## config.mk

```make
export PLATFORM = sky130hd
export DESIGN_NAME = rgb_pwm_fader
export DESIGN_NICKNAME = d
export VERILOG_FILES = /design/src/rtl/rgb_pwm_fader.sv
export SDC_FILE = /design/constraint.sdc
export NUM_CORES = 1
export LEC_CHECK = 0
export BUFFER_PORTS_ARGS = -buffer_cell sky130_fd_sc_hd__buf_2
export CAP_MARGIN = 25
export CORE_ASPECT_RATIO = 0.75
export CORE_MARGIN = 2
export CORE_UTILIZATION = 30
export CTS_CLUSTER_DIAMETER = 150
export CTS_CLUSTER_SIZE = 20
export DETAILED_ROUTE_END_ITERATION = 10
export HOLD_SLACK_MARGIN = 0.1
export PLACE_DENSITY = 0.53
export REMOVE_ABC_BUFFERS = 1
export SYNTH_ARGS = -nofsm -noshare
export SYNTH_HDL_FRONTEND = slang
export SYNTH_SLANG_ARGS = --single-unit
export TNS_END_PERCENT = 5
```

## constraint.sdc

```tcl
create_clock -name CLK -period 4.2 [get_ports CLK]
set_input_delay 0 -clock CLK [delete_from_list [all_inputs] [get_ports CLK]]
set_output_delay 0 -clock CLK [all_outputs]
set_load 0.02 [all_outputs]
```

## src/rtl/rgb_pwm_fader.sv

```systemverilog
// RGB LED driver: per-channel 8-bit PWM (active-low pins) with linear duty ramps
// toward a target set by a 3-bit colour code and a common brightness.
module rgb_pwm_fader #(
    parameter int CNT_W    = 8,
    parameter int STEP_DIV = 12000
) (
    input  logic             CLK,
    input  logic             RST_N,
    input  logic [2:0]       color_i,
    input  logic [CNT_W-1:0] brightness_i,
    output logic             LED_R,
    output logic             LED_G,
    output logic             LED_B,
    output logic             busy_o,
    output logic             done_o,
    output logic             dbg_state_o
);

    localparam int PS_W = (STEP_DIV > 1) ? $clog2(STEP_DIV) : 1;
    localparam logic [PS_W-1:0]  PS_LAST  = PS_W'(STEP_DIV - 1);
    localparam logic [CNT_W-1:0] CNT_LAST = '1;

    typedef enum logic {
        IDLE = 1'b0,
        FADE = 1'b1
    } state_t;

    state_t            state_q, state_d;
    logic [PS_W-1:0]   presc_q, presc_d;
    logic [CNT_W-1:0]  pwm_cnt_q, pwm_cnt_d;
    // Channel index matches the colour bit: 2=R, 1=G, 0=B.
    logic [CNT_W-1:0]  tgt_q    [3];
    logic [CNT_W-1:0]  tgt_d    [3];
    logic [CNT_W-1:0]  duty_q   [3];
    logic [CNT_W-1:0]  duty_d   [3];
    logic [CNT_W-1:0]  shadow_q [3];
    logic [CNT_W-1:0]  shadow_d [3];
    logic [2:0]        led_q, led_d;
    logic              busy_q, busy_d;
    logic              done_q, done_d;
    logic              tick;
    logic              any_diff;
    logic              all_eq_next;

    always_comb begin
        tick        = (state_q == FADE) && (presc_q == PS_LAST);
        any_diff    = 1'b0;
        all_eq_next = 1'b1;
        pwm_cnt_d   = pwm_cnt_q + 1'b1;
        for (int i = 0; i < 3; i++) begin
            tgt_d[i]  = color_i[i] ? brightness_i : '0;
            duty_d[i] = duty_q[i];
            // Ticks compare against the registered target, so a same-cycle retarget waits.
            if (tick) begin
                if (duty_q[i] < tgt_q[i]) begin
                    duty_d[i] = duty_q[i] + 1'b1;
                end else if (duty_q[i] > tgt_q[i]) begin
                    duty_d[i] = duty_q[i] - 1'b1;
                end
            end
            if (duty_q[i] != tgt_q[i]) begin
                any_diff = 1'b1;
            end
            if (duty_d[i] != tgt_q[i]) begin
                all_eq_next = 1'b0;
            end
            shadow_d[i] = (pwm_cnt_q == CNT_LAST) ? duty_q[i] : shadow_q[i];
            led_d[i]    = ~(pwm_cnt_q < shadow_q[i]);
        end

        state_d = state_q;
        presc_d = presc_q;
        done_d  = 1'b0;
        case (state_q)
            IDLE: begin
                presc_d = '0;
                if (any_diff) begin
                    state_d = FADE;
                end
            end
            FADE: begin
                presc_d = tick ? '0 : presc_q + 1'b1;
                if (tick && all_eq_next) begin
                    state_d = IDLE;
                    done_d  = 1'b1;
                end
            end
            default: begin
                state_d = IDLE;
                presc_d = '0;
            end
        endcase
        busy_d = (state_d == FADE);
    end

    always_ff @(posedge CLK or negedge RST_N) begin
        if (!RST_N) begin
            state_q   <= IDLE;
            presc_q   <= '0;
            pwm_cnt_q <= '0;
            led_q     <= 3'b111;
            busy_q    <= 1'b0;
            done_q    <= 1'b0;
            for (int i = 0; i < 3; i++) begin
                tgt_q[i]    <= '0;
                duty_q[i]   <= '0;
                shadow_q[i] <= '0;
            end
        end else begin
            state_q   <= state_d;
            presc_q   <= presc_d;
            pwm_cnt_q <= pwm_cnt_d;
            led_q     <= led_d;
            busy_q    <= busy_d;
            done_q    <= done_d;
            for (int i = 0; i < 3; i++) begin
                tgt_q[i]    <= tgt_d[i];
                duty_q[i]   <= duty_d[i];
                shadow_q[i] <= shadow_d[i];
            end
        end
    end

    assign LED_R       = led_q[2];
    assign LED_G       = led_q[1];
    assign LED_B       = led_q[0];
    assign busy_o      = busy_q;
    assign done_o      = done_q;
    assign dbg_state_o = state_q;

endmodule

```

## Yosys cells after proc, flatten, opt, wreduce, memory -nomap -nowiden

Cells that the tools add are included.

| storage, ports and cells | value |
|---|---|
| register bits after elaboration | 99 |
| word-level logic and storage cells | 70 |

| cells by class | value |
|---|---|
| $add $sub $neg | 8 |
| order comparisons | 9 |
| equality and inequality tests | 8 |
| muxes and demuxes | 25 |
| bitwise logic cells | 4 |
| reduce and logical (&&, ||, !) cells | 2 |

Operator list:

| cell | count |
|---|---|
| 8-bit two-way mux | 12 |
| 8-bit less-than comparator | 6 |
| 8-bit inequality test | 6 |
| 8-bit by 1-bit adder with 8-bit output, second input constant | 4 |
| 14-bit case mux with 2 select lines | 1 |
| 8-bit greater-than comparator | 3 |
| 8-bit by 1-bit subtractor with 8-bit output, second input constant | 3 |
| 14-bit by 1-bit adder with 14-bit output, second input constant | 1 |
| 14-bit == test, second input constant | 1 |
| 14-bit two-way mux | 1 |
| 1-bit two-way mux | 10 |
| 8-bit == test, second input constant | 1 |
| 1-bit inverter | 4 |
| 1-bit logical AND | 2 |
| 1-bit case mux with 2 select lines | 1 |

## Logic depth before layout (Yosys ltp)

| depth | value |
|---|---|
| depth in word-level cells | 11 |
| gate-level depth with buffers | 14 |
| mapped depth without buffers | 12 |

## Least setup slack after synthesis

Ideal clock, no wire load.

| timing | value |
|---|---|
| path type | reg-to-reg |
| start | register duty_q[16] in the netlist's numbering |
| end | register busy_q (netlist: busy_o) |
| arrival | 2960 ps |
| path slack | 1116 ps |
| stages on the path, launching flop included | 15 |
| buffers on the path | 2 |
| cell sequence | dfrtp_1 > clkbuf_1 > inv_1 > ha_1 > nor2b_1 > o211ai_1 > a21oi_1 > or2_2 > clkbuf_1 > mux2i_1 > a2bb2oi_1 > o2111ai_1 > a2111oi_2 > nand4_1 > o31a_1 |

| on the way | value |
|---|---|
| word-level cells in the longest chain between the ends | 11 |
| elaborated cells on any way between the ends | 19 |
| classes of those cells | add/sub (2); order compare (2); eq/ne (2); mux (12); reduce/logical (1) |

Ends and longest elaborated chain:

| element | line | text |
|---|---|---|
| from (decl) | 34 | `logic [CNT_W-1:0] duty_q [3];` |
| from (signal, indexed assignment) | 118 | `duty_q[i] <= duty_d[i];` |
| 8-bit by 1-bit subtractor with 8-bit output / 8-bit greater-than comparator (equally long branches) | 58, 57 |  |
| 8-bit two-way mux | 57 | `end else if (duty_q[i] > tgt_q[i]) begin` |
| 8-bit two-way mux | 55 | `if (duty_q[i] < tgt_q[i]) begin` |
| 8-bit two-way mux | 54 | `if (tick) begin` |
| 8-bit inequality test | 64 | `if (duty_d[i] != tgt_q[i]) begin` |
| 1-bit two-way mux (3 in series) | 64 |  |
| 1-bit logical AND | 83 | `if (tick && all_eq_next) begin` |
| 1-bit two-way mux | 83 |  |
| 1-bit case mux with 2 select lines * | 74 | `case (state_q)` |
| net busy_d | 39 | `logic busy_q, busy_d;` |
| to (signal assigned) | 114 | `busy_q <= busy_d;` |
| to (decl) | 39 |  |

The timed path passes the listed nets; every way through them passes the cells marked *.
A chain may end at the register's enable or synchronous reset.

## Worst setup path in the final report

| timing | value |
|---|---|
| start | register presc_q[0] |
| end | register busy_q (netlist: busy_o) |

| on the way | value |
|---|---|
| word-level cells in the longest chain between the ends | 10 |
| elaborated cells on any way between the ends | 14 |
| classes of those cells | eq/ne (4); mux (8); reduce/logical (2) |

Ends and longest elaborated chain:

| element | line | text |
|---|---|---|
| from (decl) | 29 | `logic [PS_W-1:0] presc_q, presc_d;` |
| from (signal assigned) | 111 | `presc_q <= presc_d;` |
| 14-bit == test * | 46 | `tick = (state_q == FADE) && (presc_q == PS_LAST);` |
| 1-bit logical AND * | 46 |  |
| 8-bit two-way mux | 54 |  |
| 8-bit inequality test | 64 |  |
| 1-bit two-way mux (3 in series) | 64 |  |
| 1-bit logical AND * | 83 |  |
| 1-bit two-way mux * | 83 |  |
| 1-bit case mux with 2 select lines * | 74 |  |
| net busy_d | 39 |  |

Marks and branches as above.

==> results.cfg <==
[detailed_routing]
drtIter0Drc = 531
first_pass_iters = 5
drt-wirelength-per-cell_microns = 16.0
vias = 4580
drc = 0
routed_wirelength_microns = 14900
drt.antenna.violating_nets = 0
vias_per_cell = 4.92

[logic_synthesis]
ys_seq_area_share_pct = 41.1
yosysWarnings = 0
synthFlopType = dfrtp_1
syn-cell-area_sq_um = 6030
synth.area.top_cells = dfrtp_1 (40%), ha_1 (11%), xnor2_1 (4.9%), inv_1 (3.9%), o21ai_0 (3.6%)
synth_largest_area_cell = dfrtp_1
synthCells = 643
synth_top_area_share_pct = 39.8
ys_seq_elements = 99
synth_edf_count = 0
ys_types = 68
avgSynthCellArea_sq_um = 9.38
async_flop_share_pct = 100

[timing]
fin_crit_ns = 3.52
setup_viol = 0
tightest_slew_ns = 0.979
tns_ns = 0
report.final.slew_viol_count = 0
rsz0062_at_grt = false
slew_headroom_pct = 34.7
finClkSkew_ns = 0.00786
hold_viol = 0
finalCritPeriodShare_pct = 83.7
fmax_ghz = 0.284

[grt]
globalRoute.totalOverflow = 0
grt_usage_pct = 14.8
antenna_found_initial = 1
grt_start_max_net_pins = 73
grt_pass1_wl_microns = 24500
grt_pass1_vias = 4377

[floorplan]
rows = 44
pin_count = 19
die-area_sq_um = 21300
die_h_microns = 127
dieWidth_microns = 168
start_util_pct = 30.9
coreArea_sq_um = 19500

[clock_tree]
clk_pin_slew_ns = 0.06
root_buffer = clkbuf_16
cts_setup_buffers = 0
cts_tree = done
hold_buffers = 16
clock_sinks = 99
cts_buffer_depth = 2
cts_resized = 0
clkLatencyLatePin_ns = 0.35
htreeDepth = 3
cts_buffers = 9

[power]
p_per_area_nw_per_um2 = 305
p_clk_share_pct = 42.6
intPower_mw = 1.59
p_leak_nw = 3.07
finalPower_mw = 2.10
combPwrFrac_pct = 8.1
swShare_pct = 24.3
power.switching_mw = 0.511
power_frac_seq_pct = 49.3
ir_worst_vdd_v = 0.000131

[finish]
fin_nets = 737
area.growth.synth_to_final_pct = 14.1
layout_commonest_cell = dfrtp_1
mostFrequentLayoutCells = dfrtp_1 (96), inv_1 (62), ha_1 (53)
area.sequential_sq_um = 2480
multi_input_area_sq_um = 3210
fillCellCount = 1940
utilization_pct = 35.2
drive_above_1_share_pct = 9.91

[worst_setup_path]
worstPathCellList = ha_1, nand4_2, or4_1, nor3_2, mux2i_1, a32oi_1, o2111ai_1, a2111oi_2, nand4_1, o31a_1
path_max_fanout = 14
r2r_cells = 10
slowest_stage = or4_1
cp-startpoint = presc_q[0]$_DFF_PN0_
crit_type = register to register
required_ns = 4.43
worst-path-buf-inv = 0
critical_path.max_stage_delay_ns = 0.83
ff2ff_setup_slack_ns = 0.68
critPathTopFamily = simple AND/OR/NAND/NOR gates
startpoint_type = register
cp.arrival_ns = 3.75
r2r-end = busy_o$_DFF_PN0_
critPathCaptureType = register
worstReg2RegStart = presc_q[0]$_DFF_PN0_

[place]
routabilityCongestion = 0.895
place_hpwl_microns = 11100
io_buffer_count = 18

[flow_run]
max_cap_violations = 0

[outcome]
status = completed

[hold_path]
hp-class = input pin to asynchronous set/reset pin
==> cell usage after synthesis (all sizes together) (4+ instances only) <==
cell type / instances
nor2: 44
ha: 53
dfrtp: 96
a21oi: 24
nor3: 16
a21boi: 6
a31oi: 5
nand4: 15
o211ai: 5
nand2b: 9
or2: 4
mux2i: 5
clkbuf: 17
xnor2: 35
nor4: 6
nand2: 43
nand3: 29
and3: 10
nor2b: 6
a221oi: 4
xor2: 18
buf: 9
o21ai: 46
inv: 62
and2: 27
==> cell type report <==
class	count	share of cell area, %
Multi-Input combinational cell	456	46.6
Sequential cell	99	36.0
Timing Repair Buffer	43	4.83
Tap cell	253	4.60
Clock buffer	11	3.38
Inverter	62	3.38
Clock inverter	5	1.14
Antenna cell	1	0.0363
==> how the worst max path moves through the flow <==
stage	to	slack, ns	cells past startpoint
after floorplan	busy_o$_DFF_PN0_	0.06	8
after global placement	busy_o$_DFF_PN0_	0.74	10
after detailed placement	busy_o$_DFF_PN0_	0.74	11
after CTS	busy_o$_DFF_PN0_	0.71	10
after global routing	busy_o$_DFF_PN0_	0.37	11
final	busy_o$_DFF_PN0_	0.68	10
==> per-stage QoR <==
stage / area [sq um] / cells / setup slack, ns / hold WS [ns]
2_1_floorplan: 5920 / 617 / 0.0625 / -0.296
3_3_place_gp: 6390 / 896 / 0.743 / 0.205
3_5_place_dp: 6390 / 896 / 0.744 / 0.210
4_1_cts: 6860 / 928 / 0.708 / 0.375
5_1_grt: 6880 / 929 / 0.368 / 0.164
6_report: 6890 / 930 / 0.684 / 0.126
==> layer usage <==
metal	wire (microns)	global-route usage, %
met1	8060	23.9
met2	5540	18.9
met5	0	0
met4	203	3.79
met3	1060	3.68
==> flip-flops by register name, summed over array words and instances, names as in the netlist <==
signal / cells
presc_q: 14
busy_o: 1
pwm_cnt_q: 8
duty_q: 24
led_q: 3
done_o: 1
shadow_q: 24
tgt_q: 24
==> kinds of logic (layout without fill, tap and decap cells) <==
logic type	count (synthesis)	after routing	synth area share [%]
XOR/XNOR	53	53	8.13
buffers and inverters	88	121	5.79
other	0	1	0
AO/OA/AOI/OAI	119	119	13.3
multiplexers	8	8	1.39
AND/OR/NAND/NOR	223	223	19.3
flip-flops	99	99	41.1
adder cells (fa/ha/maj)	53	53	11.0
==> power by group through the flow <==
stage	clock [mW]	combinational, mW	sequential [mW]
after floorplan	0	0.104	1.04
after global placement	0	0.157	1.05
after detailed placement	0	0.158	1.05
after CTS	0.918	0.170	1.03
after global routing	0.956	0.196	1.04
final	0.896	0.170	1.04
Note: power is estimated with default switching activity, not from simulation.
